===== config.mk =====
export PLATFORM = sky130hd
export DESIGN_NAME = n_neuron_layer_mac
export DESIGN_NICKNAME = d
export VERILOG_FILES = /design/src/rtl/nn_pkg.sv /design/src/rtl/n_neuron_layer_mac_lane.sv /design/src/rtl/n_neuron_layer_mac.sv
export SDC_FILE = /design/constraint.sdc
export NUM_CORES = 1
export LEC_CHECK = 0
export CAP_MARGIN = 5
export CELL_PAD_IN_SITES_DETAIL_PLACEMENT = 1
export CELL_PAD_IN_SITES_GLOBAL_PLACEMENT = 1
export CORE_MARGIN = 1.5
export CORE_UTILIZATION = 51
export CTS_CLUSTER_DIAMETER = 200
export DETAILED_ROUTE_END_ITERATION = 10
export MAX_ROUTING_LAYER = met4
export PLACE_DENSITY = 0.92
export SYNTH_ARGS = -nofsm -noshare
export SYNTH_HDL_FRONTEND = slang
export SYNTH_SLANG_ARGS = --single-unit

===== constraint.sdc =====
create_clock -name clk -period 19.5 [get_ports clk]
set_clock_uncertainty 0.1 [all_clocks]
set_input_delay 3.9 -clock clk [delete_from_list [all_inputs] [get_ports clk]]
set_output_delay 3.9 -clock clk [all_outputs]
set_load 0.05 [all_outputs]

===== src/rtl/nn_pkg.sv =====
// Shared state encoding, fixed-point formats and arithmetic helpers for the
// N-neuron layer MAC engine.
package nn_pkg;

  localparam int QM = 3;
  localparam int QN = 5;
  localparam int WM = 3;
  localparam int WN = 5;
  localparam int DW = QM + QN;
  localparam int WW = WM + WN;
  localparam int PW = DW + WW;
  // Width of the pre-saturation value handed to saturate(); must exceed AW+1.
  localparam int SW = 32;

  typedef enum logic [2:0] {IDLE, READ, MAC, POST, WRITE, DONE} state_t;

  typedef struct packed {
    logic [DW-1:0] val;
    logic          clip;
  } sat_t;

  // Accumulator width: N full-precision products plus a sign guard bit.
  function automatic int acc_width(input int n);
    return PW + $clog2(n) + 1;
  endfunction

  function automatic sat_t saturate(input logic signed [SW-1:0] v);
    sat_t                  r;
    logic signed [SW-1:0]  hi;
    logic signed [SW-1:0]  lo;
    hi = {{(SW-DW+1){1'b0}}, {(DW-1){1'b1}}};
    lo = {{(SW-DW+1){1'b1}}, {(DW-1){1'b0}}};
    if (v > hi) begin
      r.val  = hi[DW-1:0];
      r.clip = 1'b1;
    end else if (v < lo) begin
      r.val  = lo[DW-1:0];
      r.clip = 1'b1;
    end else begin
      r.val  = v[DW-1:0];
      r.clip = 1'b0;
    end
    return r;
  endfunction

  function automatic logic [DW-1:0] relu(input logic [DW-1:0] v);
    return v[DW-1] ? {DW{1'b0}} : v;
  endfunction

endpackage


===== src/rtl/n_neuron_layer_mac_lane.sv =====
// One neuron's datapath: signed MAC accumulator plus bias add, floor rescale,
// saturation and optional ReLU.
module neuron_mac_lane
  import nn_pkg::*;
#(
  parameter int N = 2
) (
  input  logic          clk,
  input  logic          rst,
  input  logic          clr,
  input  logic          en,
  input  logic [DW-1:0] x,
  input  logic [WW-1:0] w,
  input  logic [DW-1:0] bias,
  input  logic          last_layer,
  output logic [DW-1:0] y,
  output logic          sat
);

  localparam int AW = acc_width(N);

  logic signed [AW-1:0] acc_r;
  logic signed [PW-1:0] prod_s;
  logic signed [AW:0]   sum_s;
  logic signed [AW:0]   shr_s;
  sat_t                 sat_s;

  assign prod_s = $signed(x) * $signed(w);

  // Accumulator: cleared on each layer read, one product added per MAC cycle.
  always_ff @(posedge clk or posedge rst) begin
    if (rst) begin
      acc_r <= {AW{1'b0}};
    end else if (clr) begin
      acc_r <= {AW{1'b0}};
    end else if (en) begin
      acc_r <= acc_r + {{(AW-PW){prod_s[PW-1]}}, prod_s};
    end else begin
      acc_r <= acc_r;
    end
  end

  // Bias joins at product scale, then an arithmetic shift floors back to data scale.
  always_comb begin
    sum_s = {acc_r[AW-1], acc_r} + ({{(AW+1-DW){bias[DW-1]}}, bias} <<< WN);
    shr_s = sum_s >>> WN;
    sat_s = saturate({{(SW-AW-1){shr_s[AW]}}, shr_s});
    if (last_layer) begin
      y = sat_s.val;
    end else begin
      y = relu(sat_s.val);
    end
    sat = sat_s.clip;
  end

endmodule


===== src/rtl/n_neuron_layer_mac.sv =====
// Layer sequencer for the N-neuron network: reads each layer's operands, runs
// N parallel MAC lanes, and writes back activated, saturated results.
module n_neuron_layer_mac
  import nn_pkg::*;
#(
  parameter  int M   = 3,
  parameter  int N   = 2,
  localparam int LAW = (M > 2) ? $clog2(M-1) : 1,
  localparam int KW  = (N > 1) ? $clog2(N) : 1
) (
  input  logic                        clk,
  input  logic                        rst,
  input  logic                        start,
  output logic                        busy,
  output logic                        done,
  output logic                        overflow,
  output logic                        read_en,
  output logic [LAW-1:0]              layer_addr,
  input  logic [N-1:0][DW-1:0]        inputs,
  input  logic [N-1:0][N-1:0][WW-1:0] weights,
  input  logic [N-1:0][DW-1:0]        bias,
  output logic [N-1:0][DW-1:0]        result,
  output logic                        write_en
);

  state_t                      state_r;
  logic [KW-1:0]               k_r;
  logic [LAW-1:0]              layer_r;
  logic [N-1:0][DW-1:0]        inputs_r;
  logic [N-1:0][N-1:0][WW-1:0] weights_r;
  logic [N-1:0][DW-1:0]        bias_r;
  logic [N-1:0][DW-1:0]        result_r;
  logic                        busy_r;
  logic                        done_r;
  logic                        overflow_r;
  logic                        read_en_r;
  logic                        write_en_r;
  logic                        last_layer_s;
  logic                        clr_s;
  logic                        en_s;
  logic [N-1:0][DW-1:0]        y_s;
  logic [N-1:0]                sat_s;

  assign last_layer_s = (layer_r == LAW'(M-2));
  assign clr_s        = (state_r == READ);
  assign en_s         = (state_r == MAC);

  for (genvar j = 0; j < N; j++) begin : g_lane
    neuron_mac_lane #(.N(N)) u_lane (
      .clk        (clk),
      .rst        (rst),
      .clr        (clr_s),
      .en         (en_s),
      .x          (inputs_r[k_r]),
      .w          (weights_r[j][k_r]),
      .bias       (bias_r[j]),
      .last_layer (last_layer_s),
      .y          (y_s[j]),
      .sat        (sat_s[j])
    );
  end

  // Sequencer: pulses are cleared every cycle and raised only on the entering transition.
  always_ff @(posedge clk or posedge rst) begin
    if (rst) begin
      state_r    <= IDLE;
      k_r        <= {KW{1'b0}};
      layer_r    <= {LAW{1'b0}};
      inputs_r   <= {(N*DW){1'b0}};
      weights_r  <= {(N*N*WW){1'b0}};
      bias_r     <= {(N*DW){1'b0}};
      result_r   <= {(N*DW){1'b0}};
      busy_r     <= 1'b0;
      done_r     <= 1'b0;
      overflow_r <= 1'b0;
      read_en_r  <= 1'b0;
      write_en_r <= 1'b0;
    end else begin
      read_en_r  <= 1'b0;
      write_en_r <= 1'b0;
      done_r     <= 1'b0;
      case (state_r)
        IDLE: begin
          if (start) begin
            state_r    <= READ;
            read_en_r  <= 1'b1;
            busy_r     <= 1'b1;
            overflow_r <= 1'b0;
            layer_r    <= {LAW{1'b0}};
          end else begin
            state_r <= IDLE;
          end
        end
        READ: begin
          inputs_r  <= inputs;
          weights_r <= weights;
          bias_r    <= bias;
          k_r       <= {KW{1'b0}};
          state_r   <= MAC;
        end
        MAC: begin
          if (k_r == KW'(N-1)) begin
            k_r     <= {KW{1'b0}};
            state_r <= POST;
          end else begin
            k_r <= k_r + KW'(1);
          end
        end
        POST: begin
          result_r   <= y_s;
          overflow_r <= overflow_r | (|sat_s);
          write_en_r <= 1'b1;
          state_r    <= WRITE;
        end
        WRITE: begin
          if (last_layer_s) begin
            done_r  <= 1'b1;
            state_r <= DONE;
          end else begin
            layer_r   <= layer_r + LAW'(1);
            read_en_r <= 1'b1;
            state_r   <= READ;
          end
        end
        DONE: begin
          busy_r  <= 1'b0;
          state_r <= IDLE;
        end
        default: begin
          busy_r  <= 1'b0;
          state_r <= IDLE;
        end
      endcase
    end
  end

  assign busy       = busy_r;
  assign done       = done_r;
  assign overflow   = overflow_r;
  assign read_en    = read_en_r;
  assign write_en   = write_en_r;
  assign layer_addr = layer_r;
  assign result     = result_r;

endmodule


# Yosys cells after proc, flatten, opt, wreduce, memory -nomap -nowiden

Cells that the tools add are included.

Add/sub/neg operators: 6
Multipliers: 2
Order comparisons: 5
Equal/unequal tests: 6
Multiplexer cells: 36
Bitwise gates (word level): 2
Reductions and logical operators: 9

Operators with widths:

| kind                  | number |
|---|---|
| $mux W18              | 4 |
| $mux W8               | 8 |
| $add A18 B13 Y19      | 2 |
| $add A18 B18 Y18      | 2 |
| $mux W9               | 4 |
| $mul A8 B8 Y16        | 2 |
| $gt A14 B8 Y1 const B | 2 |
| $lt A14 B8 Y1 const B | 2 |
| $pmux W3 S5           | 1 |
| $mux W7               | 2 |
| $mux W1               | 10 |
| $pmux W1 S2           | 5 |
| $eq A3 B2 Y1 const B  | 2 |
| $mux W3               | 2 |
| $reduce_and A2 Y1     | 3 |
| $reduce_bool A2 Y1    | 3 |
| $ne A2 B2 Y1 const B  | 2 |
| $reduce_or A4 Y1      | 1 |
| $eq A3 B1 Y1 const B  | 1 |
| $eq A3 B3 Y1 const B  | 1 |
| $logic_not A3 Y1      | 1 |
| $add A1 B1 Y1 const B | 2 |
| $lt A1 B2 Y1 const B  | 1 |
| $reduce_or A2 Y1      | 1 |
| other kinds (2)       | 2 |

Flip-flop bits (word level): 126
Input bits: 67
Logic and storage cells: 86

# Logic depth before layout (Yosys ltp)

Depth in word-level cells: 7
Depth in mapped cells: 31
Depth with buffers taken out: 28

# Cells and area by module

From an unflattened synthesis, not the netlist that was laid out.

Cells, all modules: 1368
Area total of the unflattened synthesis: 13233.9 um^2

Modules (own cells, without submodules):

| module                             | times used | cells an instance | area each (um^2) |
|---|---|---|---|
| neuron_mac_lane (g_lane[0].u_lane) | 1          | 569               | 4759.6 |
| neuron_mac_lane (g_lane[1].u_lane) | 1          | 561               | 4740.8 |
| n_neuron_layer_mac                 | 1          | 238               | 3733.6 |

# Worst setup path after synthesis

No wires, ideal clock.

Path type: reg2reg
Start: reg k_r
End: reg g_lane[1].u_lane.acc_r[17]
Library setup time: 82 ps
Arrival time: 6782 ps
Required time: 19318 ps
Path slack: 12536 ps
Stages on the path, launching flop included: 28
Buffers on the path: 3
Period minus slack after synthesis: 6964 ps
Path through: dfrtp_1 clkbuf_1 buf_1 buf_1 mux2i_1 nor2_1 fa_1 inv_1 fa_1 inv_1 fa_1 inv_1 fa_1 inv_1 ha_1 o21ai_0 nor2_1 o41a_1 a41oi_1 a21oi_1 xnor2_1 ha_1 or3_1 o21ai_0 a21oi_1 xnor2_1 o21ba_2 a31oi_1

Longest elaborated chain between the ends: 6
Elaborated cells between the ends (all ways): 8

Ends and longest elaborated chain:

| what                                           | line                                               | source |
|---|---|---|
| start: declaration                             | n_neuron_layer_mac.sv:27                           | `logic [KW-1:0] k_r;` |
| start signal: assignment                       | n_neuron_layer_mac.sv:67                           | `k_r <= {KW{1'b0}};` |
| start signal: assignment                       | n_neuron_layer_mac.sv:98                           | `k_r <= {KW{1'b0}};` |
| start signal: assignment                       | n_neuron_layer_mac.sv:103                          | `k_r <= {KW{1'b0}};` |
| $mux W8, on equally long branches (2 in a row) | n_neuron_layer_mac.sv:54, n_neuron_layer_mac.sv:55 |  |
| $mul A8 B8 Y16 *                               | n_neuron_layer_mac_lane.sv:28                      | `assign prod_s = $signed(x) * $signed(w);` |
| $add A18 B18 Y18 *                             | n_neuron_layer_mac_lane.sv:37                      | `acc_r <= acc_r + {{(AW-PW){prod_s[PW-1]}}, prod_s};` |
| $mux W18 *                                     | n_neuron_layer_mac_lane.sv:36                      | `end else if (en) begin` |
| $mux W18 *                                     | n_neuron_layer_mac_lane.sv:34                      | `end else if (clr) begin` |
| end signal: assignment                         | n_neuron_layer_mac_lane.sv:35                      | `acc_r <= {AW{1'b0}};` |
| end signal: assignment                         | n_neuron_layer_mac_lane.sv:37                      |  |
| end signal: assignment                         | n_neuron_layer_mac_lane.sv:39                      | `acc_r <= acc_r;` |
| end: declaration                               | n_neuron_layer_mac_lane.sv:22                      | `logic signed [AW-1:0] acc_r;` |

Mark *: on every way between the ends. The rest lies on a longest branch, timed or not. The select of a mux whose other input is x is not followed.
A chain may end at the register's enable or synchronous reset.

# Worst setup path in the final report

Ends and elaborated chain as after synthesis.

==> run metrics <==
wire per inst=25.1 um; simple-gate share of the synthesized area=11.0%; first-pass GRT wire length=68.4 mm; Hold Path Cell Cnt=2; Compound-Gate Fraction of Synth Area=12.1%; Pre-antenna DRT Iters=7; CTS clk-pin slew, worst paths=0.07 ns; top post-synthesis cells by area=dfrtp_1 (25%), fa_1 (18%), ha_1 (12%); distinct cell type count after synthesis=47; crit-path max cell delay=1.05 ns; clock sinks=126; cts bufs inserted=17; startpoint types=flop; top post-synthesis cells by count=inv_1 (200), nor2_1 (130), dfrtp_1 (126); Crit. Startpoint=k_r$_DFFE_PP0P_; initial core utilization=52.4%; post-synth top area cell=dfrtp_1; Vias=10700; Syn-to-layout area delta=15.3%; RR Startpoint=k_r$_DFFE_PP0P_; Worst-Skew Late Latency=0.45 ns; share of flip-flops with an asynchronous set or reset=100%; slowest cell on the critical path=dfrtp_2; CP endpoint kind=flop; mapped cell area=0.0124 mm2; die height=159 um; largest family of logic cells by synthesized area=adder cells; Post-Synth XOR/XNOR Area=5.66%; DRC=0; post-synth top area share=25.5%; max cap viols=0; critical path type=reg -> reg; Worst Path Required=19.77 ns; DR iter-0 viols=796; Synth Flop Type=dfrtp_1; post-cts repair resize count=0; worst r2r path cells=24; Avg Cell Area, Syn=9.54 um2; final setup violation count=0; vias in the first global route=12200; total global-route track usage=36.3%; CTS Root Cell=clkbuf_16; Syn Nets=1597; Fin. Hold Viols=0; Antenna diodes=0; post-synthesis mux area share=8.48%; buffers plus inverters on the worst setup path=4; initial antenna violation count=0; IO Port Bufs=88; cell with the most instances after synthesis=inv_1; status=complete, no violations; Net count, final=1685; H-tree depth=4; max frequency=121 MHz; dpl hpwl=28.8 mm; EDFF count, synth=0; CTS Hold Bufs=0; Die W=159 um; worst path arrival time=8.52 ns; clock tree buffer depth=2; # rows=56; Overflow after GRT=0; Rel. slew slack=8.69%; CP Max Fanout=33; unrepaired setup endpoints after global routing=no; ANT nets after route=0; setup_tns=0 ns; adder-cell area share of the yosys netlist=30.4%; crit path cell chain=mux2i_1 > nor2_1 > fa_1 > inv_1 > fa_1 > inv_1 > fa_1 > inv_1 > fa_1 > inv_1 > ha_1 > o21ai_0 > nor2_1 > o41a_1 > a41oi_1 > a21oi_1 > xnor2_1 > ha_1 > or3_1 > o21ai_0 > a21oi_1 > xnor2_1 > nand2_1 > a31oi_1; CTS tree=done; die area=0.0252 mm2; register area share after synthesis=25.5%; Worst path depth=24; fin crit share=42.3%; share of cells above drive strength 1=10.6%; cell family with most CP delay=adder cells; Synth Warn #=0; Least-Margin Pin Slew=1.35 ns; register bit total from synthesis=126; Vias/cell=6.20; Post-CTS Setup Bufs=0; hold path startpoint=result[15]$_DFFE_PP0P_; type of the tightest min-delay check=reg -> reg; Mapped Cells=1298; minimum clock period=8.24 ns; Ports=89; Pins Over Slew Limit=0; final wirelength=43.1 mm; total core area=0.0236 mm2; largest net degree at the start of global routing=67; Placer Congestion=0.839
==> cell families (layout without fill, tap and decap cells) <==
kind of cell,Yosys count,in the layout
compound gates,235,235
xor+xnor,80,80
fa+ha+maj,232,232
buf+inv,229,330
flops,126,126
mux,96,96
simple gates,300,300
==> registers in the layout, summed over array words and instances (netlist names) <==
signal,flops
bias_r,16
busy,1
done,1
g_lane.u_lane.acc_r,36
inputs_r,16
k_r,1
layer_addr,1
overflow,1
read_en,1
result,16
state_r,3
weights_r,32
write_en,1
==> worst min-delay path, cell delays in order, from the launching register on <==
cell and delay (ns):
dfrtp_1 0.35, nand2_1 0.06, nand2_1 0.06
==> final cells by class <==
cell class / count / area, um2
clock buffers: 18 / 429
clock inverters: 14 / 208
fillers: 2614 / 9340
inverters: 200 / 753
multi-input cells: 943 / 8370
flip-flops and latches: 126 / 3150
well taps: 319 / 399
repair buffers: 98 / 956
==> per-stage QoR <==
step / setup WS (ns) / hold WS, ns / instances / util (%) / area (um2)
2_1_floorplan: 12.14 / 0.340 / 1298 / - / 12400
3_3_place_gp: 12.26 / 0.361 / 1686 / 57.8 / 13600
3_5_place_dp: 11.70 / 0.360 / 1686 / 57.8 / 13600
4_1_cts: 11.48 / 0.392 / 1718 / 60.4 / 14300
5_1_grt: 11.05 / 0.418 / 1718 / 60.4 / 14300
6_report: 11.26 / 0.394 / 1718 / 60.4 / 14300
==> worst paths after layout <==
kind                                                     endpoint  slack, ns
hold reg to reg                            result[15]$_DFFE_PP0P_       0.39
setup reg to reg           g_lane[1].u_lane.acc_r[17]$_DFFE_PP0P_      11.26
max in group asynchronous                         k_r$_DFFE_PP0P_      13.96
min in group asynchronous                  result[15]$_DFFE_PP0P_       3.86
hold / removal                             result[15]$_DFFE_PP0P_       0.39
setup / recovery           g_lane[1].u_lane.acc_r[17]$_DFFE_PP0P_      11.26
==> layer usage <==
metal / share of wire, % / up-vias / track usage (%) / wire [um]
li1: - / 4493 / - / -
met1: 36 / 5377 / 37.2 / 15300
met2: 51 / 543 / 61.5 / 22000
met3: 6.1 / 244 / 8.23 / 2650
met4: 7.4 / 0 / 25.8 / 3180
met5: 0 / - / - / 0
==> layout by cell type (no fill, tap or decap), types with 4 or more instances in the layout <==
cell type / netlist / routed
nor3_1: 10 / 10
clkdlybuf4s50_1: 0 / 88
inv_6: 0 / 4
a32o_1: 4 / 4
or4_1: 4 / 4
a31oi_1: 5 / 5
xnor2_1: 52 / 52
o21ai_1: 5 / 5
inv_1: 200 / 199
xor2_1: 28 / 28
nand2_1: 71 / 71
o221a_2: 7 / 7
o21bai_1: 11 / 11
a211oi_1: 13 / 13
or2_2: 19 / 19
fa_1: 114 / 114
a21oi_1: 71 / 71
a21o_1: 18 / 18
mux2i_1: 25 / 25
o21ai_0: 61 / 61
clkbuf_16: 0 / 17
mux2_2: 71 / 71
nand2b_1: 20 / 20
and2_1: 6 / 6
or3_1: 4 / 4
buf_4: 0 / 10
nor2_1: 130 / 129
dfrtp_1: 126 / 125
a22o_1: 5 / 5
nand3_1: 15 / 15
bufinv_16: 0 / 4
nor2b_1: 9 / 9
ha_1: 118 / 118
a221o_1: 7 / 7
o31ai_1: 9 / 9
Power is left out: the tool's default activity adds up to more than one toggle a clock period on the data nets, which glitch-free logic cannot reach.
